<file path="src/rtl/wb_regfile_stage_if.sv">
// MEM/WB-to-writeback bus for wb_regfile_stage: pipeline inputs, ID read ports,
// writeback value, forwarding record and retired-writeback count.
interface wb_regfile_stage_if #(
  parameter int DATA_WIDTH = 32,
  parameter int ADDR_WIDTH = 5,
  parameter int CNT_WIDTH  = 64
);
  logic                  Write_Enable;
  logic                  Memory_Access;
  logic [DATA_WIDTH-1:0] Memory_Data;
  logic [DATA_WIDTH-1:0] ALU_Output;
  logic [ADDR_WIDTH-1:0] Write_Address;
  logic [2:0]            Load_Funct3;
  logic [1:0]            Byte_Offset;
  logic [ADDR_WIDTH-1:0] Read_Address1;
  logic [ADDR_WIDTH-1:0] Read_Address2;
  logic [DATA_WIDTH-1:0] Read_Data1;
  logic [DATA_WIDTH-1:0] Read_Data2;
  logic [DATA_WIDTH-1:0] WB_Data;
  logic                  Fwd_Valid;
  logic [ADDR_WIDTH-1:0] Fwd_Address;
  logic [DATA_WIDTH-1:0] Fwd_Data;
  logic [CNT_WIDTH-1:0]  Retired_Count;

  modport master (
    output Write_Enable, Memory_Access, Memory_Data, ALU_Output, Write_Address,
           Load_Funct3, Byte_Offset, Read_Address1, Read_Address2,
    input  Read_Data1, Read_Data2, WB_Data, Fwd_Valid, Fwd_Address, Fwd_Data,
           Retired_Count
  );

  modport slave (
    input  Write_Enable, Memory_Access, Memory_Data, ALU_Output, Write_Address,
           Load_Funct3, Byte_Offset, Read_Address1, Read_Address2,
    output Read_Data1, Read_Data2, WB_Data, Fwd_Valid, Fwd_Address, Fwd_Data,
           Retired_Count
  );
endinterface

</file>
<file path="src/rtl/wb_regfile_stage.sv">
// Writeback stage: RV32 load extraction, 32x32 register file, forwarding record
// and retired counter. Define WB_BYPASS_EN for write-first read ports.
module wb_regfile_stage #(
  parameter int DATA_WIDTH = 32,
  parameter int REG_COUNT  = 32,
  parameter int CNT_WIDTH  = 64
) (
  input logic              CLK,
  input logic              Reset,
  wb_regfile_stage_if.slave bus
);
  localparam int AW = $clog2(REG_COUNT);

  logic [DATA_WIDTH-1:0] regs [REG_COUNT];
  logic [DATA_WIDTH-1:0] load_value;
  logic [DATA_WIDTH-1:0] wb_data;
  logic [DATA_WIDTH-1:0] rd1, rd2;
  logic [7:0]            byte_sel;
  logic [15:0]           half_sel;
  logic                  write_hit;
  logic                  fwd_valid_q;
  logic [AW-1:0]         fwd_addr_q;
  logic [DATA_WIDTH-1:0] fwd_data_q;
  logic [CNT_WIDTH-1:0]  cnt_q;

  always_comb begin
    byte_sel = bus.Memory_Data[{bus.Byte_Offset, 3'b000} +: 8];
    half_sel = bus.Memory_Data[{bus.Byte_Offset[1], 4'b0000} +: 16];
    unique case (bus.Load_Funct3)
      3'b000:  load_value = {{(DATA_WIDTH-8){byte_sel[7]}}, byte_sel};
      3'b100:  load_value = {{(DATA_WIDTH-8){1'b0}}, byte_sel};
      3'b001:  load_value = {{(DATA_WIDTH-16){half_sel[15]}}, half_sel};
      3'b101:  load_value = {{(DATA_WIDTH-16){1'b0}}, half_sel};
      default: load_value = bus.Memory_Data;
    endcase
    wb_data   = bus.Memory_Access ? load_value : bus.ALU_Output;
    write_hit = bus.Write_Enable && (bus.Write_Address != '0);
  end

  // x0 is never written, but reads still mask it so reset-free builds stay safe.
  always_comb begin
    rd1 = (bus.Read_Address1 == '0) ? '0 : regs[bus.Read_Address1];
    rd2 = (bus.Read_Address2 == '0) ? '0 : regs[bus.Read_Address2];
`ifdef WB_BYPASS_EN
    if (write_hit && bus.Read_Address1 == bus.Write_Address) rd1 = wb_data;
    if (write_hit && bus.Read_Address2 == bus.Write_Address) rd2 = wb_data;
`endif
  end

  always_ff @(posedge CLK) begin
    if (Reset) begin
      for (int unsigned i = 0; i < REG_COUNT; i++) regs[i] <= '0;
      fwd_valid_q <= 1'b0;
      fwd_addr_q  <= '0;
      fwd_data_q  <= '0;
      cnt_q       <= '0;
    end else begin
      if (write_hit) regs[bus.Write_Address] <= wb_data;
      if (bus.Write_Enable) cnt_q <= cnt_q + CNT_WIDTH'(1);
      fwd_valid_q <= write_hit;
      fwd_addr_q  <= bus.Write_Address;
      fwd_data_q  <= wb_data;
    end
  end

  assign bus.Read_Data1    = rd1;
  assign bus.Read_Data2    = rd2;
  assign bus.WB_Data       = wb_data;
  assign bus.Fwd_Valid     = fwd_valid_q;
  assign bus.Fwd_Address   = fwd_addr_q;
  assign bus.Fwd_Data      = fwd_data_q;
  assign bus.Retired_Count = cnt_q;
endmodule

</file>
<file path="src/flat_wrapper.sv">
// flat-port wrapper written by rule: the top's interface ports become plain ports
module wb_regfile_stage_flat 
#(
  parameter int DATA_WIDTH = 32,
  parameter int REG_COUNT  = 32,
  parameter int CNT_WIDTH  = 64
)
  (CLK, Reset, bus_Write_Enable, bus_Memory_Access, bus_Memory_Data, bus_ALU_Output, bus_Write_Address, bus_Load_Funct3, bus_Byte_Offset, bus_Read_Address1, bus_Read_Address2, bus_Read_Data1, bus_Read_Data2, bus_WB_Data, bus_Fwd_Valid, bus_Fwd_Address, bus_Fwd_Data, bus_Retired_Count);
  wb_regfile_stage_if #(.DATA_WIDTH(DATA_WIDTH), .ADDR_WIDTH(5), .CNT_WIDTH(CNT_WIDTH)) bus_i ();
  input logic CLK;
  input logic Reset;
  input wire logic [$bits(bus_i.Write_Enable)-1:0] bus_Write_Enable;
  input wire logic [$bits(bus_i.Memory_Access)-1:0] bus_Memory_Access;
  input wire logic [$bits(bus_i.Memory_Data)-1:0] bus_Memory_Data;
  input wire logic [$bits(bus_i.ALU_Output)-1:0] bus_ALU_Output;
  input wire logic [$bits(bus_i.Write_Address)-1:0] bus_Write_Address;
  input wire logic [$bits(bus_i.Load_Funct3)-1:0] bus_Load_Funct3;
  input wire logic [$bits(bus_i.Byte_Offset)-1:0] bus_Byte_Offset;
  input wire logic [$bits(bus_i.Read_Address1)-1:0] bus_Read_Address1;
  input wire logic [$bits(bus_i.Read_Address2)-1:0] bus_Read_Address2;
  output wire logic [$bits(bus_i.Read_Data1)-1:0] bus_Read_Data1;
  output wire logic [$bits(bus_i.Read_Data2)-1:0] bus_Read_Data2;
  output wire logic [$bits(bus_i.WB_Data)-1:0] bus_WB_Data;
  output wire logic [$bits(bus_i.Fwd_Valid)-1:0] bus_Fwd_Valid;
  output wire logic [$bits(bus_i.Fwd_Address)-1:0] bus_Fwd_Address;
  output wire logic [$bits(bus_i.Fwd_Data)-1:0] bus_Fwd_Data;
  output wire logic [$bits(bus_i.Retired_Count)-1:0] bus_Retired_Count;
  assign bus_i.Write_Enable = bus_Write_Enable;
  assign bus_i.Memory_Access = bus_Memory_Access;
  assign bus_i.Memory_Data = bus_Memory_Data;
  assign bus_i.ALU_Output = bus_ALU_Output;
  assign bus_i.Write_Address = bus_Write_Address;
  assign bus_i.Load_Funct3 = bus_Load_Funct3;
  assign bus_i.Byte_Offset = bus_Byte_Offset;
  assign bus_i.Read_Address1 = bus_Read_Address1;
  assign bus_i.Read_Address2 = bus_Read_Address2;
  assign bus_Read_Data1 = bus_i.Read_Data1;
  assign bus_Read_Data2 = bus_i.Read_Data2;
  assign bus_WB_Data = bus_i.WB_Data;
  assign bus_Fwd_Valid = bus_i.Fwd_Valid;
  assign bus_Fwd_Address = bus_i.Fwd_Address;
  assign bus_Fwd_Data = bus_i.Fwd_Data;
  assign bus_Retired_Count = bus_i.Retired_Count;
  wb_regfile_stage #(.DATA_WIDTH(DATA_WIDTH), .REG_COUNT(REG_COUNT), .CNT_WIDTH(CNT_WIDTH)) u_core (.CLK(CLK), .Reset(Reset), .bus(bus_i));
endmodule
</file>
<file path="config.mk">
export PLATFORM = sky130hd
export DESIGN_NAME = wb_regfile_stage_flat
export DESIGN_NICKNAME = d
export VERILOG_FILES = /design/src/rtl/wb_regfile_stage_if.sv /design/src/rtl/wb_regfile_stage.sv /design/src/flat_wrapper.sv
export SDC_FILE = /design/constraint.sdc
export NUM_CORES = 2
export LEC_CHECK = 0
export BUFFER_PORTS_ARGS = -buffer_cell sky130_fd_sc_hd__buf_2
export CAP_MARGIN = 20
export CORE_ASPECT_RATIO = 1.25
export CORE_UTILIZATION = 65
export CTS_BUF_LIST = sky130_fd_sc_hd__clkbuf_2 sky130_fd_sc_hd__clkbuf_4 sky130_fd_sc_hd__clkbuf_8
export DETAILED_ROUTE_END_ITERATION = 12
export GPL_ROUTABILITY_DRIVEN = 0
export GPL_TIMING_DRIVEN = 0
export PLACE_DENSITY_LB_ADDON = 0.12
export REMOVE_ABC_BUFFERS = 1
export SLEW_MARGIN = 10
export SYNTH_ARGS = -nofsm -noshare
export SYNTH_HDL_FRONTEND = slang
export SYNTH_SLANG_ARGS = --single-unit
</file>
<file path="constraint.sdc">
create_clock -name CLK -period 7.6 [get_ports CLK]
set_clock_uncertainty 0.15 [all_clocks]
set_input_delay 1.14 -clock CLK [delete_from_list [all_inputs] [get_ports CLK]]
set_output_delay 1.14 -clock CLK [all_outputs]
set_load 0.05 [all_outputs]
</file>
==> impl_metrics.toml <==
[synthesis]
postSynthCellCount = 4209
synth_top_area_share_pct = 53.5
synth_top_family_by_area = "multiplexers"
synth_ff_type = "edfxtp_1"
ys_seq_area_share_pct = 57.2
synth_xor_area_share_pct = 0.456
ys_ff_latch = 1095
synth_cell_types = 56
yosys.area.top_type = "edfxtp_1"
avgSynthCellArea_um2 = 13.2
yosys-top-cells-area = "edfxtp_1 54%, mux4_2 18%, nor2_1 7.5%"
synth-simple-area-share_pct = 11.9
synth-compound-area-share_pct = 4.83
yosysWarningCount = 0
async_flop_share_pct = 0
synth_edf_count = 993
synth.cell_area_mm2 = 0.0557
synthAdderAreaFrac_pct = 0.0225
muxShareOfSynthArea_pct = 22.1

[setup_path]
r2r_end = "u_core.bus.Retired_Count[50]"
cp.required_ns = 6.31
rr_worst_depth = 5
worst_path_largest_cell_delay_ns = 0.81
end_kind = "primary output"
arrival_ns = 4.76
cp_common_cell = "buf_16"
worst-setup-path-type = "in2out"
r2r-start = "u_core.bus.Retired_Count[25]"
rrSetupSlack_ns = 4.24
crit_slowest_cell = "a221oi_1"
cp_cell_sequence = "buf_8, buf_16, buf_16, nor2b_4, buf_12, nand2_1, o2111a_1, a221oi_1, buf_2"
start_kind = "input pin"
cp_max_fo = 71

[sta]
hold_ws_ns = 0.358
final-setup-viol-count = 0
post-route-period-util_pct = 79.6
fmax_ghz = 0.165
max-slew-margin-rel_pct = 14.9
rsz0062_at_grt = "no"
slew_violations = 0
finalCriticalPeriod_ns = 6.05
worst_pin_slew_ns = 1.28
fin_ws_ns = 1.55
hold_viol_final = 0

[placed_design]
dp_slack_ns = 1.65
dpl.hpwl_um = 112000
io_buffers = 285
dp_cells = 5259

[die]
ios = 286
dieArea_mm2 = 0.0869
die_h_um = 329
die_w_um = 264
rows = 119
start_util_pct = 65.9
core_mm2 = 0.0846

[route]
drc = 0
drtPass1Iterations = 8
first_iter_violations = 6232
routed_wl_um = 190000
dr_total_vias = 41400
postRouteAntennaNets = 0
vias_per_cell = 7.42
wl_per_cell_um = 34.1

[worst_hold_path]
holdPathStages = 2
worstHoldStart = "u_core.bus.Retired_Count[62]"
hold_class = "reg2reg"
hold-path-endpoint = "u_core.bus.Retired_Count[62]"

[clock_network]
numClockSinks = 1095
cts_tree = "built"
cts-root-buf = "clkbuf_8"
cts_setup_buffers = 0
cts_buffer_depth = 3
hold_buffers = 0
h-tree-depth = 4
ctsResizeCount = 0
clkTransAtPathRegs_ns = 0.07
cts_made_buffers = 169
worstSkewPairLatency_ns = 0.88

[cells_and_area]
drive_gt1_share_pct = 29.2
stdcell_count = 5577
areaGrowthSynthToFinish_pct = 13.3
final_nets = 4432
final_common_cell = "nor2_1"
final_cell_mix = "1109 x nor2_1, 993 x edfxtp_1, 451 x mux4_2, 276 x buf_2, 236 x nand2_1"

[grt]
grt_pass1_wl_um = 270000
grt_use_total_pct = 44.1
grt_max_degree = 107
grt-ovfl-total = 0
antenna_found_initial = 7
grt_pass1_vias = 41000

[flow_run]
drv_cap = 0

[pwr]
vdd_drop_max_uv = 197
leakagePower_nw = 22.7
pwr_density_cell_mw_per_mm2 = 226

[status]
status = "completed"
## critical path: cells and delay by family
kind | cells | cell delay (ns)
buffers and inverters | 5 | 1.71
AO/OA/AOI/OAI | 2 | 0.97
AND/OR/NAND/NOR | 2 | 0.80
## routing by layer
layer | vias to the layer above | GRT usage [%] | wire length [µm]
met3 | 1026 | 13.4 | 26900
met5 | - | 0 | 25
li1 | 16200 | - | -
met4 | 4 | 31.8 | 16100
met2 | 3887 | 69.9 | 89400
met1 | 20300 | 51.7 | 57800
## layout make-up
class                           instances  area [µm²]
Antenna cell                            9        22.5
Clock buffer                          242        2990
Clock inverter                         65         387
Fill cell                            5187       21400
Inverter                               45         170
Multi-Input combinational cell       2644       22700
Sequential cell                      1095       31900
Tap cell                             1089        1360
Timing Repair Buffer                  388        3590
## registers in the layout (all words and copies together) (netlist names)
name                      count
u_core.regs                 993
u_core.bus.Retired_Count     64
u_core.bus.Fwd_Data          32
u_core.bus.Fwd_Address        5
u_core.bus.Fwd_Valid          1
## synthesized netlist by cell type (21+ instances only)
| cell | number |
|---|---|
| o21ai_0 | 41 |
| a21oi_1 | 86 |
| nand3_1 | 29 |
| nand2_1 | 267 |
| clkbuf_1 | 258 |
| edfxtp_1 | 993 |
| o211ai_1 | 21 |
| buf_1 | 28 |
| dfxtp_1 | 102 |
| buf_2 | 138 |
| a221oi_1 | 48 |
| nor2_1 | 1111 |
| mux2_2 | 73 |
| inv_1 | 44 |
| mux4_2 | 451 |
| and3_1 | 37 |
| o2111a_1 | 42 |
| nand2b_1 | 36 |
| mux2i_1 | 136 |
## per-stage QoR
stage          TNS [ns]  area (µm²)  power, mW  utilization, %
2_1_floorplan         0       53900       8.30               -
3_3_place_gp   -1284.11       56700       9.22            67.1
3_5_place_dp          0       59700       9.28            70.6
4_1_cts               0       63100       14.2            74.6
5_1_grt               0       63100       14.5            74.6
6_report              0       63100       14.3            74.7
## where the power goes
group | leakage [nW] | switching (mW) | internal [mW] | total (mW)
Clock | 1.79 | 2.41 | 2.63 | 5.04
Combinational | 10.6 | 1.40 | 0.789 | 2.19
Sequential | 10.3 | 0.154 | 6.88 | 7.03
## cell families (layout without fill, tap and decap cells)
logic type	after synthesis	in the layout
simple gates	1604	1604
flops	1095	1095
mux	660	660
buf+inv	470	740
compound gates	349	349
xor+xnor	29	29
fa+ha+maj	1	1
other cells	1	10
## worst max path at each step
| stage | start | endpoint | slack (ns) | cells past startpoint |
|---|---|---|---|---|
| after floorplan | bus_Byte_Offset[1] | bus_WB_Data[16] | 1.63 | 5 |
| after global placement | bus_Read_Address1[0] | bus_Read_Data1[2] | -7.99 | 7 |
| after detailed placement | bus_Read_Address1[0] | bus_Read_Data1[14] | 1.65 | 10 |
| after CTS | bus_Read_Address2[2] | bus_Read_Data2[18] | 1.65 | 9 |
| after global routing | bus_Read_Address1[0] | bus_Read_Data1[2] | 1.52 | 9 |
| final | bus_Read_Address2[2] | bus_Read_Data2[29] | 1.55 | 9 |
Note: power is estimated with default switching activity, not from simulation.
